<file path="src/rtl/lsu_ctrl.sv">
// Multi-cycle load/store unit: aligns stores, issues one word-aligned bus request per operation
// and sign/zero-extends the returned load data for write-back.
module lsu_ctrl #(
   parameter int unsigned ADDR_W = 32,
   parameter int unsigned DATA_W = 32
) (
   input  logic              clk,
   input  logic              rst,
   input  logic              in_valid,
   output logic              in_ready,
   input  logic              in_ren,
   input  logic              in_wen,
   input  logic [2:0]        in_rd_ctrl,
   input  logic [7:0]        in_wr_ctrl,
   input  logic [ADDR_W-1:0] in_addr,
   input  logic [DATA_W-1:0] in_wdata,
   output logic              req_valid,
   input  logic              req_ready,
   output logic              req_wen,
   output logic [ADDR_W-1:0] req_addr,
   output logic [DATA_W-1:0] req_wdata,
   output logic [3:0]        req_wstrb,
   input  logic              resp_valid,
   input  logic [DATA_W-1:0] resp_rdata,
   output logic              resp_ready,
   output logic              out_valid,
   input  logic              out_ready,
   output logic [DATA_W-1:0] out_rdata,
   output logic              out_err
);

   typedef enum logic [1:0] {StIdle, StReq, StWait, StDone} state_e;

   state_e            state_q, state_d;
   logic              req_wen_q, req_wen_d;
   logic [ADDR_W-1:0] req_addr_q, req_addr_d;
   logic [DATA_W-1:0] req_wdata_q, req_wdata_d;
   logic [3:0]        req_wstrb_q, req_wstrb_d;
   logic [DATA_W-1:0] out_rdata_q, out_rdata_d;
   logic              out_err_q, out_err_d;
   logic [2:0]        rd_ctrl_q, rd_ctrl_d;
   logic [1:0]        off_q, off_d;

   logic              misal;
   logic              bad_ctrl;
   logic [DATA_W-1:0] shifted;
   logic [DATA_W-1:0] ext;

   // Only meaningful when exactly one of in_ren / in_wen is set.
   always_comb begin
      if (in_ren) begin
         misal    = ((in_rd_ctrl == 3'd3 || in_rd_ctrl == 3'd4) && in_addr[0]) ||
                    (in_rd_ctrl == 3'd5 && in_addr[1:0] != 2'b00);
         bad_ctrl = (in_rd_ctrl == 3'd0) || (in_rd_ctrl > 3'd5);
      end else begin
         misal    = (in_wr_ctrl == 8'h03 && in_addr[0]) ||
                    (in_wr_ctrl == 8'h0F && in_addr[1:0] != 2'b00);
         bad_ctrl = !(in_wr_ctrl == 8'h01 || in_wr_ctrl == 8'h03 || in_wr_ctrl == 8'h0F);
      end
   end

   always_comb begin
      shifted = resp_rdata >> {off_q, 3'b000};
      case (rd_ctrl_q)
         3'd1:    ext = {{(DATA_W-8){shifted[7]}}, shifted[7:0]};
         3'd2:    ext = {{(DATA_W-8){1'b0}}, shifted[7:0]};
         3'd3:    ext = {{(DATA_W-16){shifted[15]}}, shifted[15:0]};
         3'd4:    ext = {{(DATA_W-16){1'b0}}, shifted[15:0]};
         3'd5:    ext = shifted;
         default: ext = '0;
      endcase
   end

   always_comb begin
      state_d     = state_q;
      req_wen_d   = req_wen_q;
      req_addr_d  = req_addr_q;
      req_wdata_d = req_wdata_q;
      req_wstrb_d = req_wstrb_q;
      out_rdata_d = out_rdata_q;
      out_err_d   = out_err_q;
      rd_ctrl_d   = rd_ctrl_q;
      off_d       = off_q;
      unique case (state_q)
         StIdle: begin
            if (in_valid) begin
               rd_ctrl_d   = in_rd_ctrl;
               off_d       = in_addr[1:0];
               out_rdata_d = '0;
               out_err_d   = 1'b0;
               state_d     = StDone;
               if (in_ren && in_wen) begin
                  out_err_d = 1'b1;
               end else if (!in_ren && !in_wen) begin
                  out_err_d = 1'b0;
               end else if (misal || bad_ctrl) begin
                  out_err_d = 1'b1;
               end else begin
                  state_d     = StReq;
                  req_wen_d   = in_wen;
                  req_addr_d  = {in_addr[ADDR_W-1:2], 2'b00};
                  req_wdata_d = in_wen ? (in_wdata << {in_addr[1:0], 3'b000}) : '0;
                  req_wstrb_d = in_wen ? (in_wr_ctrl[3:0] << in_addr[1:0]) : 4'b0000;
               end
            end
         end
         StReq: begin
            if (req_ready) state_d = StWait;
         end
         StWait: begin
            if (resp_valid) begin
               out_rdata_d = req_wen_q ? '0 : ext;
               state_d     = StDone;
            end
         end
         StDone: begin
            if (out_ready) state_d = StIdle;
         end
         default: state_d = StIdle;
      endcase
   end

   always_ff @(posedge clk or posedge rst) begin
      if (rst) begin
         state_q     <= StIdle;
         req_wen_q   <= 1'b0;
         req_addr_q  <= '0;
         req_wdata_q <= '0;
         req_wstrb_q <= 4'b0000;
         out_rdata_q <= '0;
         out_err_q   <= 1'b0;
         rd_ctrl_q   <= 3'd0;
         off_q       <= 2'd0;
      end else begin
         state_q     <= state_d;
         req_wen_q   <= req_wen_d;
         req_addr_q  <= req_addr_d;
         req_wdata_q <= req_wdata_d;
         req_wstrb_q <= req_wstrb_d;
         out_rdata_q <= out_rdata_d;
         out_err_q   <= out_err_d;
         rd_ctrl_q   <= rd_ctrl_d;
         off_q       <= off_d;
      end
   end

   assign in_ready   = (state_q == StIdle);
   assign req_valid  = (state_q == StReq);
   assign resp_ready = (state_q == StWait);
   assign out_valid  = (state_q == StDone);
   assign req_wen    = req_wen_q;
   assign req_addr   = req_addr_q;
   assign req_wdata  = req_wdata_q;
   assign req_wstrb  = req_wstrb_q;
   assign out_rdata  = out_rdata_q;
   assign out_err    = out_err_q;

endmodule

</file>
<file path="config.mk">
export PLATFORM = sky130hd
export DESIGN_NAME = lsu_ctrl
export DESIGN_NICKNAME = d
export VERILOG_FILES = /design/src/rtl/lsu_ctrl.sv
export SDC_FILE = /design/constraint.sdc
export NUM_CORES = 1
export LEC_CHECK = 0
export ABC_AREA = 1
export CAP_MARGIN = 20
export CORE_UTILIZATION = 47
export CTS_BUF_LIST = sky130_fd_sc_hd__clkbuf_4 sky130_fd_sc_hd__clkbuf_8
export CTS_CLUSTER_DIAMETER = 60
export DETAILED_ROUTE_END_ITERATION = 7
export PLACE_DENSITY = 0.84
export SYNTH_ARGS = -nofsm -noshare
export SYNTH_HDL_FRONTEND = slang
export SYNTH_SLANG_ARGS = --single-unit
export TNS_END_PERCENT = 50
</file>
<file path="constraint.sdc">
create_clock -name clk -period 4.8 [get_ports clk]
set_clock_uncertainty 0.15 [all_clocks]
set_input_delay 1.44 -clock clk [delete_from_list [all_inputs] [get_ports clk]]
set_output_delay 1.44 -clock clk [all_outputs]
set_load 0.1 [all_outputs]
</file>
; ---- After elaboration in Yosys (flattened, before gate mapping)
; Cells that the tools add are included.
[totals]
reg_bits = 107
input_bits = 115
elab_cells = 78
[classes]
n_lt_le_gt_ge = 1
eq_ne = 18
shifts = 3
muxes = 20
bitwise_logic = 3
n_reduce_logical = 24
[ops]
columns = op, count
row1 = $pmux W32 S5, 1
row2 = $mux W32, 4
row3 = $pmux W32 S2, 1
row4 = $shl A32 B5 Y32, 1
row5 = $shr A32 B5 Y32, 1
row6 = $mux W2, 7
row7 = $eq A3 B3 Y1 const B, 4
row8 = $eq A3 B2 Y1 const B, 3
row9 = $eq A8 B1 Y1 const B, 1
row10 = $eq A8 B2 Y1 const B, 1
row11 = $eq A8 B4 Y1 const B, 1
row12 = $pmux W2 S4, 1
row13 = $logic_or A1 B1 Y1, 7
row14 = $logic_and A1 B1 Y1, 6
row15 = $mux W1, 5
row16 = $reduce_and A5 Y1, 1
row17 = $eq A2 B2 Y1 const B, 2
row18 = $mux W4, 1
row19 = $ne A2 B1 Y1 const B, 2
row20 = $ne A2 B2 Y1 const B, 2
row21 = $reduce_and A4 Y1, 1
row22 = $reduce_bool A2 Y1, 2
row23 = $shl A4 B2 Y4, 1
row24 = $eq A3 B1 Y1 const B, 1
row25 = 8 further kinds, 12

; ---- Longest topological paths before layout
; Gate-level depths: netlist of run 1.
[depth]
depth_word = 11
ltp_mapped = 11

; ---- Least setup slack after synthesis of run 1
; Ideal clock, no wire load.
[synth_timing]
path_type = register to output
from = register state_q[0]
to = output in_ready
t_arrival_ns = 1.344
setup_slack_ns = 1.866
stages_incl_launch_ff = 3
cell_sequence = dfrtp_1 inv_1 ha_1
[synth_between]
elab_chain_cells = 1
[synth_lines]
columns = item, line_no
row1 = "start, declared", 34  ; state_e state_q, state_d;
row2 = "start signal, assigned", 125  ; state_q <= StIdle;
row3 = "start signal, assigned", 135  ; state_q <= state_d;
row4 = $logic_not A2 Y1, 147  ; assign in_ready = (state_q == StIdle);
row5 = "end, declared", 10  ; output logic in_ready,
; No other way between the ends.

; ---- Worst setup path in the final report of run 1
; Same ends and word-level chain as after synthesis.

==> results of run 1 <==
cell families (layout without fill, tap and decap cells):
| kind of cell | after synthesis | after routing | share of synthesized area (%) |
|---|---|---|---|
| compound gates | 53 | 53 | 5.086 |
| fa+ha+maj | 4 | 4 | 0.8270 |
| buf+inv | 109 | 288 | 7.980 |
| flops | 107 | 107 | 44.24 |
| other cells | 1 | 2 | 0.06196 |
| simple gates | 595 | 595 | 41.80 |
worst min-delay path, delay by kind of cell, from the launching register on:
kind / cells / cell delay, ps
and+or+nand+nor: 2 / 90
DFF: 1 / 350
sequential cells by signal, summed over array words and instances, names as in the netlist:
register	count
req_wdata	32
out_err	1
req_wen	1
off_q	2
state_q	2
rd_ctrl_q	3
req_addr	30
out_rdata	32
req_wstrb	4
placed cells by master, fill, tap and decap left out, types with 8 or more instances in the layout:
master / instances
dfrtp_1: 107
a21oi_1: 15
nand4_1: 67
clkdlybuf4s50_1: 218
nand2_1: 414
clkbuf_8: 12
nand3_1: 61
inv_1: 39
nor4_1: 8
o21ai_0: 18
buf_4: 10
a211oi_1: 9
nor2_1: 38
through the flow:
stage	area, um^2	hold slack, ps	setup WS [ps]	instances	utilization [%]
global route	8499	350.4	726.4	1221	67.63
global placement	8258	303.3	1107	1205	65.70
floorplan	6056	325.0	392.8	870	-
detailed placement	8258	307.5	1057	1205	65.70
CTS	8499	329.8	791.7	1221	67.63
finish	8499	323.0	822.2	1221	67.63
layer usage:
layer,vias up,part of all wire [%],track usage (%)
met2,228,49,44.43
met3,28,5.7,5.753
met1,2940,43,36.17
li1,3169,-,-
met4,0,2.2,8.225
met5,-,0,0
final cells by class:
cell class              instances  area, um^2  share of cell area [%]
well taps                     172       215.2                   2.532
flip-flops and latches        107        2678                   31.50
multi-input cells             654        2908                   34.21
repair buffers                230        2297                   27.03
clock inverters                 3       68.82                  0.8097
clock buffers                  13       172.7                   2.032
inverters                      42       160.2                   1.884
worst paths after layout:
| path | end | slack [ps] |
|---|---|---|
| setup / recovery | in_ready | 820 |
| min in group asynchronous | req_addr[23] | 1440 |
| hold / removal | req_addr[18] | 320 |
| max in group asynchronous | req_wdata[26] | 2340 |
| hold reg to reg | req_addr[18] | 320 |
| setup reg to reg | out_rdata[8] | 2210 |
==> results.md, run 1 <==
- Clk_lat worst skew: 370 ps
- Drt first pass iters: 5
- Post-DRT Antenna Nets: 0
- Warnings, synthesis: 0
- Crit Path Class: reg -> out
- Worst setup path startpoint: state_q[0]
- Largest cells by area after synthesis: dfrtp_1 44%, nand2_1 26%, nand4_1 6.9%
- Die W: 115.5 um
- CTS Sinks: 107
- Top-count cell post-synth: nand2_1
- Netlist cell types: 30
- Max_cap viols: 0
- Antenna diode count: 0
- Postcts setup bufs: 0
- # DRC: 0
- Pin count of the biggest net entering global routing: 72
- Post-Syn Area: between 6000 and 7000 um^2
- Post-CTS Hold Fix Bufs: 0
- Worst-path clk slew: 90 ps
- Status: completed
- R2R depth: 6
- Gr usage total: 27.14%
- Root Buffer: clkbuf_8
- H-tree Lvls: 3
- CP cell instances: inv_1 > ha_1 > clkdlybuf4s50_1
- FFs w/ async S/R, synth: 100.0%
- Final Net Count: 1163
- #FFs+latches synth: 107
- Share of cells above drive strength 1: about 3.7%
- Initial antenna violation count: 0
- Die Y: 115.5 um
- Vias: 6365
- FILL cells: 1071
- Number of DRC markers in iteration 0: 569
- Starting Density: 48.15%
- CP Launch Type: flop
- Post-synth top cells: 415 x nand2_1, 107 x dfrtp_1, 67 x nand4_1, 61 x nand3_1, 40 x inv_1
- HPWL Detailed: about 13000 um
- Hold Path Depth: 2
- Bufs and invs on worst path: 2
- Synth top area share: 44.24%
- Total wire length: 17890 um
- Die ar.: approximately 13000 um^2
- Total CTS buffers: 9
- Vias per cell: between 5 and 6
- Cells after synthesis: slightly below 900
- Count of final max-slew check failures: 0
- FF-to-FF Start: off_q[1]
- Post-synth EDFFs: 0
- CORE AREA: 12570 um^2
- HP Class: reg -> reg
- Final setup vio count: 0
- Largest stage delay, worst path: 1190 ps
- Post-synthesis sequential area ratio: between 40% and 50%
- Startpoint of the worst hold path: req_addr[18]
- Gpl congestion: 0.9501
- Synthesized area per cell: 6.964 um^2
- Port bufs: 218
- Worst Setup End Kind: output pin
- Slowest CP cell: clkdlybuf4s50_1
- # resized after CTS: 0
- Row count: between 40 and 50
- RSZ-0062 raised after global routing: no
- Final worst-path cycle share: 82.87%
- First-pass GRT wire length: 27970 um
- Fmax: 251.4 MHz
- Crit path DAT: 2390 ps
- Final hold violation count: 0
- Slew @ Worst Pin: 1046 ps
- CTS tree: yes
- Slew HR: 30.02%
- Synth-to-layout area growth: 40.44%
- Final setup TNS: 0 ps
- Crit path max fanout: 6
- Synth Flop Type: dfrtp_1
- Critical path depth: 3
- Period minus WS final: 3978 ps
- Bufs on Longest Clock Path: 2
- CP required: 3210 ps
- Crit path max-delay family: buffers and inverters
- Num ports: 221
- Overflow after GRT: 0
- Largest area contributor in the netlist: dfrtp_1
- Number of global-route vias before repair: about 5.5k
- Wire per inst: 14.65 um
Power of run 1 is left out: the tool's default activity adds up to more than one toggle a clock period on the data nets, which glitch-free logic cannot reach.
==> inputs of run 2 (changes only) <==
--- a/config.mk
+++ b/config.mk
@@ -7,11 +7,11 @@
 export LEC_CHECK = 0
 export ABC_AREA = 1
 export CAP_MARGIN = 20
-export CORE_UTILIZATION = 47
+export CORE_UTILIZATION = 42
 export CTS_BUF_LIST = sky130_fd_sc_hd__clkbuf_4 sky130_fd_sc_hd__clkbuf_8
 export CTS_CLUSTER_DIAMETER = 60
 export DETAILED_ROUTE_END_ITERATION = 7
-export PLACE_DENSITY = 0.84
+export PLACE_DENSITY = 0.79
 export SYNTH_ARGS = -nofsm -noshare
 export SYNTH_HDL_FRONTEND = slang
 export SYNTH_SLANG_ARGS = --single-unit
==> constraint.sdc (replaced) <==
create_clock -name clk -period 3.25 [get_ports clk]
set_clock_uncertainty 0.15 [all_clocks]
set_input_delay 0.975 -clock clk [delete_from_list [all_inputs] [get_ports clk]]
set_output_delay 0.975 -clock clk [all_outputs]
set_load 0.1 [all_outputs]
==> run 2 against run 1 <==
Against the previous run: core utilization fell by 8.0 points; design area fell by 1.9%; wire length rose by 1.6%; sequential share of layout area rose by 0.60 points; count of clock-buffer cells in the layout fell by 3; die area rose by 12%; hold slack improved by 6.0 ps; register-to-register slack got worse by 1300 ps; via count barely moved; largest cell class unchanged; highest routed layer unchanged.
==> results.md, run 2 (synthesized netlist as in run 1, its figures left out) <==
- First-pass GRT wire length: 28830 um (+3.1%)
- FILL cells: 1284 (+20%)
- Crit path DAT: 1550 ps (-840 ps)
- Overflow after GRT: 0 (unchanged)
- Final setup vio count: 0 (unchanged)
- Die Y: 122.0 um (+5.7%)
- Clk_lat worst skew: 380 ps (about the same)
- Max_cap viols: 0 (unchanged)
- Commonest cells after routing, fill and taps aside: 414 x nand2_1, 116 x buf_4, 114 x clkdlybuf4s50_1, 107 x dfrtp_1, 67 x nand4_1
- Vias per cell: 5.151 (-1.2%)
- Number of global-route vias before repair: 5800 (+4.7%)
- Period minus WS final: 2671 ps
- Crit path max fanout: 6 (unchanged)
- Port bufs: 218 (unchanged)
- Worst Setup End Kind: output pin
- Most common cell after layout, fill and taps aside: nand2_1
- PnR worst setup slack: 579.4 ps (-242.8 ps)
- Cell area after layout: 8339 um^2 (-1.9%)
- R2r setup slk: 960 ps (-1250 ps)
- RSZ-0062 raised after global routing: no
- Synth-to-layout area growth: 37.79%
- Worst-path clk slew: 100 ps (about the same)
- Starting Density: 43.26% (-4.9 points)
- Postcts setup bufs: 0 (unchanged)
- Vias: 6361 (-0.063%)
- HPWL Detailed: 12790 um (+0.28%)
- Total wire length: 18180 um (+1.6%)
- Pin count of the biggest net entering global routing: 108 (+50%)
- Status: completed
- Fmax: 374.4 MHz
- Register area: 2678 um^2 (unchanged)
- Row count: 43 (+4.9%)
- H-tree Lvls: 3 (unchanged)
- Crit Path Class: reg -> out
- Die W: 122.0 um (+5.7%)
- Gpl congestion: 0.8922 (-6.1%)
- Wire per inst: 14.72 um (+0.50%)
- CTS tree: yes
- Share of cells above drive strength 1: 14.12% (+10 points)
- CP Launch Type: flop
- Dpl cell area: 8124 um^2 (-1.6%)
- Slew HR: 42.55% (+13 points)
- Antenna diode count: 0 (unchanged)
- Post-DRT Antenna Nets: 0 (unchanged)
- Bufs on Longest Clock Path: 2 (unchanged)
- CORE AREA: 13990 um^2 (+11%)
- Num ports: 221 (unchanged)
- Hold Path Depth: 2 (unchanged)
- Startpoint of the worst hold path: req_wstrb[0]
- Final setup TNS: 0 ps (unchanged)
- # DRC: 0 (unchanged)
- Initial antenna violation count: 0 (unchanged)
- # resized after CTS: 0 (unchanged)
- Root Buffer: clkbuf_8
- Final worst-path cycle share: 82.17%
- HP Class: reg -> reg
- CP required: 2120 ps (-1090 ps)
- CTS Sinks: 107 (unchanged)
- Drt first pass iters: 5 (unchanged)
- FF-to-FF Start: off_q[1]
- Final Net Count: 1170 (+0.60%)
- Placed cell count: 1220 (+1.2%)
- Count of final max-slew check failures: 0 (unchanged)
- Crit Reg-Reg Endpoint: out_rdata[29]
- Hold path endpoint: req_wstrb[0]
- Final hold violation count: 0 (unchanged)
- Die ar.: 14890 um^2 (+12%)
- R2R depth: 7 (+1)
- Number of DRC markers in iteration 0: 472 (-17%)
- Gr usage total: 24.77% (-2.4 points)
- Area of the multi-input gates: 2908 um^2 (unchanged)
- Slew @ Worst Pin: 857.1 ps (-189.4 ps)
- Final Non-Filler Cells: 1235 (+1.1%)
- Post-CTS Hold Fix Bufs: 0 (unchanged)
- Total CTS buffers: 9 (unchanged)
- Post-Place Worst Slack: 265.5 ps (-791.8 ps)
-- run 2: changes by cell type in the layout (fill, tap and decap cells not counted), sizes merged --
cell,delta
clkinv,+1
inv,-1
clkinvlp,+2
buf,+111
clkbuf,-3
clkdlybuf4s50,-104
-- run 2: critical path: stages (launching register included) --
cell	delay, ps
dfrtp_1	430
inv_1	90
ha_1	300
buf_4	340
-- run 2: area by class of cell --
type / count / area share [%]
multi-input cells: 654 / 34.87
inverters: 42 / 1.935
well taps: 180 / 2.701
clock buffers: 10 / 1.650
flip-flops and latches: 107 / 32.11
clock inverters: 5 / 0.9302
repair buffers: 237 / 25.81
-- run 2: worst max-delay path by stage --
stage | startpoint | to | slack [ps] | depth (start not counted)
after floorplan | state_q[0] | req_wdata[24] | 700 | 8
after global placement | in_addr[0] | req_wdata[14] | 280 | 10
after detailed placement | in_addr[0] | req_addr[23] | 270 | 10
after CTS | state_q[0] | in_ready | 570 | 3
after global routing | in_addr[0] | req_wdata[4] | 490 | 10
final | state_q[0] | in_ready | 580 | 3
-- run 2: stage by stage --
step / util [%] / hold WS, ps
3_3_place_gp: 58.08 / 305.6
5_1_grt: 59.62 / 348.9
2_1_floorplan: - / 325.0
3_5_place_dp: 58.08 / 309.1
6_report: 59.62 / 329.0
4_1_cts: 59.62 / 333.0
-- run 2: layer usage --
metal  vias up  global-route usage, %  share of wire (%)  routed length, um
met1      2901                  33.34                 44               8050
met2       240                  38.98                 46               8444
met4         0                  12.04                3.4                618
met3        42                  3.558                5.9               1067
li1       3178                      -                  -                  -
met5         -                      0                  0                  0
Power of run 2 is left out for the same reason.
==> inputs of run 3 (changes only) <==
--- a/config.mk
+++ b/config.mk
@@ -7,11 +7,11 @@
 export LEC_CHECK = 0
 export ABC_AREA = 1
 export CAP_MARGIN = 20
-export CORE_UTILIZATION = 42
+export CORE_UTILIZATION = 47
 export CTS_BUF_LIST = sky130_fd_sc_hd__clkbuf_4 sky130_fd_sc_hd__clkbuf_8
 export CTS_CLUSTER_DIAMETER = 60
 export DETAILED_ROUTE_END_ITERATION = 7
-export PLACE_DENSITY = 0.79
+export PLACE_DENSITY = 0.84
 export SYNTH_ARGS = -nofsm -noshare
 export SYNTH_HDL_FRONTEND = slang
 export SYNTH_SLANG_ARGS = --single-unit
==> constraint.sdc (replaced) <==
create_clock -name clk -period 2.6 [get_ports clk]
set_clock_uncertainty 0.15 [all_clocks]
set_input_delay 0.78 -clock clk [delete_from_list [all_inputs] [get_ports clk]]
set_output_delay 0.78 -clock clk [all_outputs]
set_load 0.1 [all_outputs]
==> run 3 against run 2 <==
Against the previous run: wire length increased by 1.1%; hold slack got worse by 2.0 ps; final cell count increased by 1.1%; first-iteration DRC count shrank 7.4%; critical path depth unchanged; setup slack got worse by 380 ps; highest routed layer unchanged.
==> results.md, run 3 (synthesized netlist as in run 1, its figures left out) <==
- Worst-path clk slew: 90 ps (about the same)
- Most common cell after layout, fill and taps aside: nand2_1
- Worst Setup End Kind: output pin
- HP Class: reg -> reg
- Crit path max fanout: 6 (unchanged)
- Gr usage total: 28.47% (+3.7 points)
- Crit path max-delay family: flip-flops
- Post-Place Worst Slack: 73.43 ps (-192.1 ps)
- Synth-to-layout area growth: 43.42%
- CTS tree: yes
- Count of final max-slew check failures: 0 (unchanged)
- Crit Path Class: reg -> out
- Initial antenna violation count: 0 (unchanged)
- CP required: 1670 ps (-450 ps)
- Final setup TNS: 0 ps (unchanged)
- Slowest CP cell: dfrtp_1
- Period minus WS final: 2396 ps
- RSZ-0062 raised after global routing: no
- Worst setup path startpoint: state_q[1]
- # resized after CTS: 0 (unchanged)
- Fmax: 417.4 MHz
- PnR worst setup slack: 204.0 ps (-375.4 ps)
- R2R depth: 8 (+1)
- H-tree Lvls: 3 (unchanged)
- Die W: 115.5 um (-5.4%)
- Crit path DAT: 1470 ps (-80 ps)
- Antenna diode count: 0 (unchanged)
- Gpl congestion: 0.9331 (+4.6%)
- Pin count of the biggest net entering global routing: 108 (unchanged)
- Starting Density: 48.15% (+4.9 points)
- CP Launch Type: flop
- CTS Sinks: 107 (unchanged)
- Drt first pass iters: 6 (+1)
- Slew @ Worst Pin: 674.0 ps (-183.1 ps)
- Number of global-route vias before repair: 5855 (+0.95%)
- CP cell instances: inv_1 > ha_1 > buf_12
- Vias: 6509 (+2.3%)
- Critical path depth: 3 (unchanged)
- Bufs on Longest Clock Path: 2 (unchanged)
- Wire per inst: 14.71 um (about the same)
- Register area: 2678 um^2 (unchanged)
- Slew HR: 54.77% (+12 points)
- Status: completed
- Largest stage delay, worst path: 430 ps (about the same)
- Share of cells above drive strength 1: 15.97% (+1.8 points)
- Post-DRT Antenna Nets: 0 (unchanged)
- Final setup vio count: 0 (unchanged)
- Die Y: 115.5 um (-5.4%)
- Dpl cell area: 8429 um^2 (+3.8%)
- # DRC: 0 (unchanged)
- First-pass GRT wire length: 29550 um (+2.5%)
- FF-to-FF Start: state_q[1]
- Num ports: 221 (unchanged)
- R2r setup slk: 530 ps (-430 ps)
- Commonest cells after routing, fill and taps aside: 414 x nand2_1, 124 x buf_4, 113 x clkdlybuf4s50_1, 107 x dfrtp_1, 67 x nand4_1
- Number of DRC markers in iteration 0: 437 (-7.4%)
- Port bufs: 218 (unchanged)
- Vias per cell: 5.211 (+1.2%)
- Overflow after GRT: 0 (unchanged)
- CP endpoint: in_ready
- Clk_lat worst skew: 380 ps (about the same)
- FILL cells: 1067 (-17%)
- Postcts setup bufs: 0 (unchanged)
- Total wire length: 18380 um (+1.1%)
- Die ar.: 13330 um^2 (-10%)
- Final worst-path cycle share: 92.15%
- Row count: 41 (-4.7%)
- Post-CTS Hold Fix Bufs: 0 (unchanged)
- WHS: 327.0 ps (-2.029 ps)
- Final hold violation count: 0 (unchanged)
- HPWL Detailed: 13500 um (+5.6%)
- Total CTS buffers: 9 (unchanged)
- CORE AREA: 12570 um^2 (-10%)
- Cell area after layout: 8680 um^2 (+4.1%)
- Bufs and invs on worst path: 2 (unchanged)
- Max_cap viols: 0 (unchanged)
- Final Net Count: 1191 (+1.8%)
- Crit Reg-Reg Endpoint: req_wdata[12]
- Area of the multi-input gates: 2908 um^2 (unchanged)
- Root Buffer: clkbuf_8
run 3: how the worst min path moves through the flow:
stage | from | endpoint | slack, ps | cells past startpoint
detailed placement | req_addr[8] | req_addr[8] | 310 | 2
global route | req_addr[15] | req_addr[15] | 350 | 2
finish | req_addr[31] | req_addr[31] | 330 | 2
global placement | req_addr[8] | req_addr[8] | 310 | 2
floorplan | rd_ctrl_q[0] | rd_ctrl_q[0] | 320 | 2
CTS | req_addr[13] | req_addr[13] | 330 | 2
run 3: layer usage:
metal | track usage, % | wire [um]
met1 | 39.36 | 7982
met2 | 44.39 | 8544
met3 | 3.556 | 1163
met4 | 14.03 | 689
met5 | 0 | 0
run 3: layout make-up:
| cell class | count | share of cell area [%] |
|---|---|---|
| sequential | 107 | 30.85 |
| tap | 172 | 2.479 |
| inverter | 42 | 1.860 |
| clock inverter | 4 | 1.124 |
| clock buffer | 12 | 1.759 |
| timing repair buffer | 258 | 28.43 |
| multi-input combinational | 654 | 33.50 |
run 3: worst register-to-register path, cell delays in order, from the launching register on:
cell     delay [ps]
dfrtp_1         430
inv_1           100
ha_1            340
inv_2            90
nor3_4          270
buf_4           280
buf_12          150
nand4_1         100
nand2_1          90
run 3: stage by stage:
step	cells	utilization [%]
floorplan	870	-
global placement	1233	67.07
detailed placement	1233	67.07
CTS	1249	69.06
global route	1249	69.06
finish	1249	69.06
Power of run 3 is left out for the same reason.
